[config.mk]
export PLATFORM = sky130hd
export DESIGN_NAME = fwd_hazard_unit
export DESIGN_NICKNAME = d
export VERILOG_FILES = /design/src/rtl/fwd_hazard_unit_pkg.sv /design/src/rtl/fwd_hazard_unit_src_sel.sv /design/src/rtl/fwd_hazard_unit.sv
export SDC_FILE = /design/constraint.sdc
export NUM_CORES = 1
export LEC_CHECK = 0
export CAP_MARGIN = 20
export CORE_MARGIN = 3
export CORE_UTILIZATION = 35
export DETAILED_ROUTE_END_ITERATION = 7
export GPL_TIMING_DRIVEN = 1
export PLACE_DENSITY = 0.65
export SLEW_MARGIN = 25
export SYNTH_ARGS = -nofsm -noshare
export SYNTH_HDL_FRONTEND = slang
export SYNTH_SLANG_ARGS = --single-unit
[constraint.sdc]
create_clock -name clk -period 1.8 [get_ports clk]
set_input_delay 0.36 -clock clk [delete_from_list [all_inputs] [get_ports clk]]
set_output_delay 0.36 -clock clk [all_outputs]
set_load 0.03 [all_outputs]
[src/rtl/fwd_hazard_unit_pkg.sv]
// Shared types and constants for the operand-forwarding / load-use hazard unit.
package fwd_hazard_unit_pkg;

  // Tag storage is sized for the widest supported register address; narrower
  // configurations zero-extend, and synthesis trims the constant upper bits.
  localparam int unsigned MAX_REG_ADDR_W = 8;
  localparam int unsigned FWD_SEL_W      = 3;

  localparam logic [FWD_SEL_W-1:0] FWD_RF   = 3'b000;
  localparam logic [FWD_SEL_W-1:0] FWD_EX   = 3'b001;
  localparam logic [FWD_SEL_W-1:0] FWD_MEM  = 3'b010;
  localparam logic [FWD_SEL_W-1:0] FWD_WB   = 3'b011;
  localparam logic [FWD_SEL_W-1:0] FWD_FLAG = 3'b100;

  typedef logic [MAX_REG_ADDR_W-1:0] reg_addr_t;

  // Destination tag carried alongside each in-flight instruction.
  typedef struct packed {
    reg_addr_t dst;
    logic      wb;
    logic      load;
  } stage_tag_t;

  // A stage supplies a source when it writes back the same register,
  // unless that register is the hardwired zero.
  function automatic logic tag_match(input reg_addr_t dst, input logic wb,
                                     input reg_addr_t src, input logic used,
                                     input logic zero_reg);
    return used & wb & (dst == src) & ~(zero_reg & (src == '0));
  endfunction

endpackage

[src/rtl/fwd_hazard_unit_src_sel.sv]
// Per-source forwarding priority compare (EX > MEM > WB > RF) and load-hit flag.
module fwd_hazard_unit_src_sel
  import fwd_hazard_unit_pkg::*;
#(
  parameter int unsigned LOAD_STALL = 1,
  parameter int unsigned ZERO_REG   = 0
) (
  input  logic                 id_valid_i,
  input  reg_addr_t            src_i,
  input  logic                 used_i,
  input  logic                 use_flag_i,
  input  stage_tag_t           ex_tag_i,
  input  stage_tag_t           mem_tag_i,
  input  stage_tag_t           wb_tag_i,
  output logic [FWD_SEL_W-1:0] fwd_sel_c_o,
  output logic                 load_hit_c_o
);

  localparam logic LOAD_FROM_WB = (LOAD_STALL == 2);
  localparam logic ZERO_CHK     = (ZERO_REG != 0);

  logic hit_ex;
  logic hit_mem;
  logic hit_wb;
  logic unused_wb_load;

  // Loads retiring from WB never cause a stall, so that flag is not consulted.
  assign unused_wb_load = wb_tag_i.load;

  // Stage-by-stage tag compares.
  always_comb begin
    hit_ex  = tag_match(ex_tag_i.dst,  ex_tag_i.wb,  src_i, used_i, ZERO_CHK);
    hit_mem = tag_match(mem_tag_i.dst, mem_tag_i.wb, src_i, used_i, ZERO_CHK);
    hit_wb  = tag_match(wb_tag_i.dst,  wb_tag_i.wb,  src_i, used_i, ZERO_CHK);
  end

  // Youngest matching stage wins; load data is not ready in MEM when loads take two cycles.
  always_comb begin
    fwd_sel_c_o = FWD_RF;
    if (!id_valid_i) begin
      fwd_sel_c_o = FWD_RF;
    end else if (use_flag_i) begin
      fwd_sel_c_o = FWD_FLAG;
    end else if (hit_ex) begin
      fwd_sel_c_o = FWD_EX;
    end else if (hit_mem && !(LOAD_FROM_WB && mem_tag_i.load)) begin
      fwd_sel_c_o = FWD_MEM;
    end else if (hit_wb) begin
      fwd_sel_c_o = FWD_WB;
    end
  end

  // This source depends on a load whose data is not yet forwardable.
  always_comb begin
    load_hit_c_o = (hit_ex & ex_tag_i.load) | (LOAD_FROM_WB & hit_mem & mem_tag_i.load);
  end

endmodule

[src/rtl/fwd_hazard_unit.sv]
// Operand-forwarding and load-use hazard unit: shadow EX/MEM/WB tag pipeline,
// per-source forwarding selects, stall/bubble generation and a stall counter.
module fwd_hazard_unit
  import fwd_hazard_unit_pkg::*;
#(
  parameter int unsigned REG_ADDR_W = 3,
  parameter int unsigned NUM_SRC    = 2,
  parameter int unsigned LOAD_STALL = 1,
  parameter int unsigned ZERO_REG   = 0,
  parameter int unsigned CNT_W      = 16
) (
  input  logic                          clk,
  input  logic                          rst_n,
  input  logic                          id_valid,
  input  logic [NUM_SRC*REG_ADDR_W-1:0] id_src_addr,
  input  logic [NUM_SRC-1:0]            id_src_used,
  input  logic [REG_ADDR_W-1:0]         id_dst_addr,
  input  logic                          id_wb,
  input  logic                          id_is_load,
  input  logic                          id_use_flag,
  input  logic                          flush,
  output logic [NUM_SRC*FWD_SEL_W-1:0]  fwd_sel,
  output logic                          stall,
  output logic                          bubble_ex,
  output logic [CNT_W-1:0]              stall_cycles
);

  stage_tag_t ex_q,  ex_d;
  stage_tag_t mem_q, mem_d;
  stage_tag_t wb_q,  wb_d;
  logic [CNT_W-1:0]   cnt_q, cnt_d;
  logic [NUM_SRC-1:0] load_hit;
  logic               sel_valid;
  logic               hazard_c;

  // Selects are held at zero while the unit is in reset.
  assign sel_valid = id_valid & rst_n;

  // One compare slice per source operand; only src0 can take the flag path.
  for (genvar g = 0; g < NUM_SRC; g++) begin : g_src
    fwd_hazard_unit_src_sel #(
      .LOAD_STALL (LOAD_STALL),
      .ZERO_REG   (ZERO_REG)
    ) u_src (
      .id_valid_i   (sel_valid),
      .src_i        (MAX_REG_ADDR_W'(id_src_addr[g*REG_ADDR_W +: REG_ADDR_W])),
      .used_i       (id_src_used[g]),
      .use_flag_i   ((g == 0) ? id_use_flag : 1'b0),
      .ex_tag_i     (ex_q),
      .mem_tag_i    (mem_q),
      .wb_tag_i     (wb_q),
      .fwd_sel_c_o  (fwd_sel[g*FWD_SEL_W +: FWD_SEL_W]),
      .load_hit_c_o (load_hit[g])
    );
  end

  // Load-use hazard; a flush squashes the ID instruction so it cannot stall.
  always_comb begin
    hazard_c = sel_valid & ~flush & (|load_hit);
  end

  assign stall        = hazard_c;
  assign bubble_ex    = hazard_c;
  assign stall_cycles = cnt_q;

  // Next tag pipeline and saturating stall counter.
  always_comb begin
    ex_d  = '0;
    mem_d = ex_q;
    wb_d  = mem_q;
    cnt_d = cnt_q;
    if (flush) begin
      mem_d = '0;
    end else if (id_valid && !hazard_c) begin
      ex_d.dst  = MAX_REG_ADDR_W'(id_dst_addr);
      ex_d.wb   = id_wb;
      ex_d.load = id_is_load;
    end
    if (hazard_c && (cnt_q != {CNT_W{1'b1}})) begin
      cnt_d = cnt_q + CNT_W'(1);
    end
  end

  // Tag and counter registers.
  always_ff @(posedge clk or negedge rst_n) begin
    if (!rst_n) begin
      ex_q  <= '0;
      mem_q <= '0;
      wb_q  <= '0;
      cnt_q <= '0;
    end else begin
      ex_q  <= ex_d;
      mem_q <= mem_d;
      wb_q  <= wb_d;
      cnt_q <= cnt_d;
    end
  end

endmodule
==> results of run 1 <==
==> Yosys cell counts (2+ instances only) <==
library cell / number / area share
dfrtp_1: 29 / 0.48
xor2_1: 19 / 0.11
xnor2_1: 12 / 0.069
nand3_1: 9 / 0.030
nor2_1: 8 / 0.020
nand2_1: 7 / 0.017
nand4_1: 7 / 0.029
and2_1: 6 / 0.025
nor2b_1: 6 / 0.025
nor3_1: 6 / 0.020
a21oi_1: 4 / 0.013
and3_2: 3 / 0.015
and3_1: 2 / 0.0083
buf_4: 2 / 0.0099
inv_1: 2 / 0.0050
nor4_4: 2 / 0.028
==> final cells by class <==
cell class | count | area, µm² | area share
well taps | 50 | 62.56 | 0.02371
repair buffers | 84 | 764.5 | 0.2897
multi-input cells | 105 | 949.7 | 0.3599
clock inverters | 1 | 30.03 | 0.01138
flip-flops and latches | 29 | 738.2 | 0.2798
inverters | 2 | 7.507 | 0.002845
clock buffers | 7 | 86.33 | 0.03272
==> cell families (layout without fill, tap and decap cells) <==
kind of cell | Yosys count | after routing | synth area share
compound gates | 7 | 7 | 0.03970
xor+xnor | 31 | 31 | 0.1795
fa+ha+maj | 1 | 1 | 0.008270
buf+inv | 4 | 94 | 0.01489
flops | 29 | 29 | 0.4797
mux | 2 | 2 | 0.01737
other cells | 1 | 1 | 0.002479
simple gates | 63 | 63 | 0.2581
==> repair_timing <==
action                                  in CTS  in global routing
endpoints found under the hold margin        0                  0
pin swaps                                   15                 14
buffers inserted                            10                  5
endpoints found under the setup margin      27                 32
gates resized for setup                     41                 28
==> registers in the layout (all words and copies together), names as in the netlist <==
register	flops
ex_q	5
wb_q	4
stall_cycles	16
mem_q	4
==> power groups by stage <==
stage | Combinational [mW] | Sequential (mW) | Clock [mW]
3_5_place_dp | 0.144 | 0.682 | 0
4_1_cts | 0.157 | 0.670 | 0.711
3_3_place_gp | 0.141 | 0.681 | 0
5_1_grt | 0.178 | 0.672 | 0.750
2_1_floorplan | 0.0500 | 0.681 | 0
6_report | 0.165 | 0.672 | 0.702
==> routing by layer <==
layer,global-route usage,routed length (µm),part of all wire
met3,0.04769,173,0.039
met1,0.2118,1843,0.42
met4,0.07516,78,0.018
met5,0,0,0
met2,0.3020,2322,0.53
==> cells in the final DEF, fill, tap and decap left out, drive strengths merged, types with 7 or more instances in the layout <==
| cell type | n |
|---|---|
| buf | 51 |
| dfrtp | 29 |
| xor2 | 19 |
| clkdlybuf4s50 | 14 |
| xnor2 | 12 |
| dlygate4sd2 | 9 |
| nand3 | 9 |
| nand4 | 8 |
| nor2 | 8 |
| clkbuf | 8 |
| dlymetal6s2s | 7 |
| nand2 | 7 |
==> metrics by stage <==
stage          hold slack, ps  setup slack, ps  TNS [ps]  total power [mW]  instance area, µm²
6_report                324.6           -294.9     -2574             1.538                2639
4_1_cts                 329.7           -259.7     -1959             1.538                2509
2_1_floorplan           64.41           -61.45    -194.9            0.7307                1556
3_3_place_gp            398.3           -450.3     -8739            0.8226                2212
5_1_grt                 338.0           -374.2     -4239             1.600                2639
3_5_place_dp            395.5           -516.3     -9514            0.8261                2212
==> worst max-delay path, stage by stage (launching register included) <==
cell and delay [ps]:
dfrtp_2 460, xor2_4 210, nor4_4 70, buf_4 150, buf_4 130, nor4_2 230
buf_4 210
==> worst max-delay path by stage <==
stage,endpoint,slack [ps]
3_3_place_gp,fwd_sel[1],-450
4_1_cts,fwd_sel[4],-260
3_5_place_dp,fwd_sel[1],-520
5_1_grt,fwd_sel[1],-370
2_1_floorplan,fwd_sel[1],-60
6_report,fwd_sel[1],-290
==> results.md, run 1 <==
* Status: finished, violations left
* Failing checks: setup timing
* Switching pwr at between 0.3 and 0.4 mW
* Initial antenna violation count at 0
* WS Path Type: reg -> out
* Die X-Extent at just over 70 µm
* Period utilization at 1.164
* First-pass GRT wire length at 6920 µm
* Via-to-Cell Ratio at 4.838
* Sequential area share after synthesis at 0.4797
* Flop2flop setup slack at -180 ps
* GP Congestion at 0.8027
* Syn Inst Count at 138
* # placed instances at about 260
* PortBufs at 40
* Share of layout cells above drive strength 1 at 0.4693
* Sequential share of power at 0.437
* Clk_lat worst skew at 280 ps
* Die ar. at around 0.005 mm²
* H-tree depth at 2
* CTS buffer count at 5
* Data required, critical path at between 1000 and 1500 ps
* Syn Std Cell Area at ~0.0015 mm²
* Clock sink total at 29
* GRT Overall Usage at 0.1779
* Final setup fails at 17
* Non-Filler Instances at ~280
* TritonCTS clock tree: done
* Final Skew at 4.352 ps
* Synth warnings at 0
* Routed WL at 4417 µm
* Max-cap violations at 0
* Critical Path AT at approximately 1700 ps
* CP max FO at 2
* Initial Utilization at 0.3702
* Logic pwr share at 0.107
* Worst setup margin at -294.9 ps
* Avg WL per Cell at about 16 µm
* Area grow syn2layout at 74.44%
* CP Capture Type: output port
* ANT nets after route at 0
* Fin. Hold Viols at 0
* Clock root cell: clkbuf_8
* Cell Int Power at between 1 and 1.5 mW
* R2r endpoint: stall_cycles[1]$_DFFE_PN0P_
* Sw Ratio at 0.2227
* DR DRC count at 0
* Fill cells at approximately 350
* CTS clk-pin slew, worst paths at about 60 ps
* Peak supply drop at between 0.4 and 0.5 mV
* HP Class: in -> async
* Slew Limit Fails at 0
* Ys async rst share at 1.000
* Crit start category: register
* DR vias at 1,345
* Post-layout util at 0.6457
* Ys flop type: dfrtp_1
* Core Rows at 23
* Die Ht at ~72 µm
* Clk buf depth at 2
* FF-to-FF Start: ex_q[3]$_DFF_PN0_
* Final worst path period need at 2095 ps
* Achievable frequency at about 0.48 GHz
* Worst Reg-to-Reg Cells at 8
* Initial DRC Count at 59
* CP startpoint: ex_q[3]$_DFF_PN0_
* Clock power frac at 0.456
* Avg Synthesized Cell Area at 10.96 µm²
* RSZ-0062 raised after global routing: true
* Core area at between 0.004 and 0.005 mm²
* EDFF count, synth at 0
* Pleak at 1.344 nW
* Yosys reg bits at 29
* Synth unique cells at 30
* Number of global-route vias before repair at around 1,400
* Cell Pwr Density at approximately 580 mW/mm²
* Gr ovfl total at 0
* Io pins at between 40 and 50
* DP HPWL at ~3000 µm
* Cts-stage hold buffer count at 0
* Number of diodes at 0
* Post-Syn Nets at between 150 and 200
* First-pass DRT Iterations at 4
* # nets final at 246
* Largest net degree at the start of global routing at 13
No activity file was read; power rests on OpenSTA's default activity.
==> inputs of run 2 (changes only) <==
CAP_MARGIN = 30   (was 20)
==> results of run 2 <==
The final DEF is identical to that of run 1; final timing and power are the same.
==> inputs of run 3 (changes only) <==
CORE_MARGIN = 2   (was 3)
==> results.md, run 3 (same netlist as run 1, synthesis figures left out) <==
* CP Capture Type: output port
* Slew Limit Fails at 0
* Clock sink total at 29
* Peak supply drop at approximately 0.37 mV
* Flop2flop setup slack at -60 ps
* RSZ-0062 raised after global routing: true
* Routed WL at 3951 µm
* GRT Overall Usage at 0.1686
* Slowest stage delay, CP at roughly 430 ps
* Initial antenna violation count at 0
* Pleak at roughly 1.3 nW
* Final worst path period need at approximately 2000 ps
* DP HPWL at approximately 2900 µm
* Largest net degree at the start of global routing at 16
* Period utilization at 1.131
* Worst setup margin at -235.6 ps
* Clk buf depth at 2
* Commonest cells after routing, fill and taps aside: buf_4 (29), dfrtp_1 (20), clkdlybuf4s50_1 (16), xor2_1 (14), buf_6 (14)
* Area grow syn2layout at 69.23%
* Clock root cell: clkbuf_8
* Crit start category: register
* Cts-stage hold buffer count at 0
* Post-route cell area at about 0.0026 mm²
* Final Skew at approximately 4.1 ps
* Fill cells at 336
* Initial DRC Count at 33
* Core area at 0.004086 mm²
* Max reg flops at 16
* GP Congestion at between 0.7 and 0.8
* Max-cap violations at 0
* Die Ht at between 60 and 70 µm
* DP Area at approximately 0.0022 mm²
* First-pass DRT Iterations at 4
* Worst path slowest cell: dfrtp_1
* First-pass GRT wire length at between 6000 and 7000 µm
* Critical Path AT at 1680 ps
* Io pins at 42
* Number of global-route vias before repair at between 1,000 and 1,500
* CTS clk-pin slew, worst paths at ~60 ps
* Failing checks: setup timing
* Number of diodes at 0
* Gr ovfl total at 0
* Die X-Extent at 69.74 µm
* Cell Pwr Density at ~510 mW/mm²
* Core Rows at 23
* Most common cell after layout, fill and taps aside: buf_4
* WS Path Type: reg -> out
* CTS buffer count at 5
* Share of layout cells above drive strength 1 at 0.4455
* CP max FO at 2
* Dpl ws at -496.0 ps
* Initial Utilization at 0.3702
* Status: finished, violations left
* Clk_lat worst skew at roughly 270 ps
* TritonCTS clock tree: done
* Fin. Hold Viols at 0
* Die ar. at ~0.0049 mm²
* Crit-path cells: xor2_2, nor4_4, buf_4, a21oi_4, nor3_4, buf_6
* HP Class: in -> async
* Achievable frequency at around 0.49 GHz
* Avg WL per Cell at roughly 15 µm
* Final setup fails at 13
* DR vias at 1,297
* DR DRC count at 0
* PortBufs at 40
* # nets final at ~240
* Data required, critical path at between 1000 and 1500 ps
* H-tree depth at 2
* ANT nets after route at 0
* Via-to-Cell Ratio at about 4.8
-- run 3: cell count changes in the layout (fill, tap and decap cells not counted), sizes merged --
cell / before / now
buf: 51 / 43
dlygate4sd2: 9 / 4
bufinv: 1 / 0
clkbuf: 8 / 11
clkdlybuf4s50: 14 / 16
clkdlybuf4s15: 2 / 3
-- run 3: through the flow --
stage                     hold WS (ps)  setup TNS, ps  total power, mW  std cells    util
after global placement           401.7          -9992           0.8172        252  0.5340
after floorplan                  64.41         -194.9           0.7307        138       -
after CTS                        286.1          -1834            1.329        268  0.6032
after global routing             290.9          -3154            1.382        270  0.6265
after detailed placement         413.8         -10180           0.8206        252  0.5340
final                            286.4          -1507            1.316        270  0.6265
-- run 3: power by group --
group | internal [mW] | leakage (nW) | total (mW) | switching [mW]
Clock | 0.273 | 0.0395 | 0.489 | 0.215
Sequential | 0.662 | 0.382 | 0.672 | 0.0101
Combinational | 0.0766 | 0.864 | 0.155 | 0.0786
Total | 1.01 | 1.29 | 1.32 | 0.304
-- run 3: path summary, 6_finish.rpt --
path / cells after the start / to / start
min in group clk: 0 / wb_q[1]$_DFF_PN0_ / mem_q[1]$_DFF_PN0_
setup / recovery: 6 / fwd_sel[0] / ex_q[3]$_DFF_PN0_
hold reg to reg: 0 / wb_q[1]$_DFF_PN0_ / mem_q[1]$_DFF_PN0_
max in group asynchronous: 3 / stall_cycles[13]$_DFFE_PN0P_ / rst_n
setup reg to reg: 7 / stall_cycles[14]$_DFFE_PN0P_ / ex_q[3]$_DFF_PN0_
hold / removal: 1 / ex_q[4]$_DFF_PN0_ / rst_n
-- run 3: metal layers --
metal	wire length, µm	share of wire	track usage
met5	0	0	0
met1	1660	0.42	0.1980
met3	155	0.039	0.04215
met2	2046	0.52	0.2949
met4	89	0.023	0.06624
-- run 3: layout make-up --
| class | instances | area [µm²] | area share |
|---|---|---|---|
| sequential | 29 | 737.0 | 0.2879 |
| timing repair buffer | 76 | 703.2 | 0.2747 |
| tap | 50 | 62.56 | 0.02444 |
| inverter | 2 | 7.507 | 0.002933 |
| clock buffer | 8 | 80.08 | 0.03128 |
| multi-input combinational | 105 | 969.7 | 0.3788 |
-- run 3: timing repair --
| action | CTS | global route |
|---|---|---|
| buffers inserted | 8 | 3 |
| pin swaps | 25 | 22 |
| setup endpoints to repair | 28 | 32 |
| gates resized for setup | 46 | 30 |
-- run 3: critical path: cells and delay by family (launching register included) --
kind | cells | cell delay [ps]
AOI/OAI and AO/OA | 1 | 40
xor gates and xnor gates | 1 | 180
buffers and inverters | 2 | 330
DFF | 1 | 430
and+or+nand+nor | 2 | 430
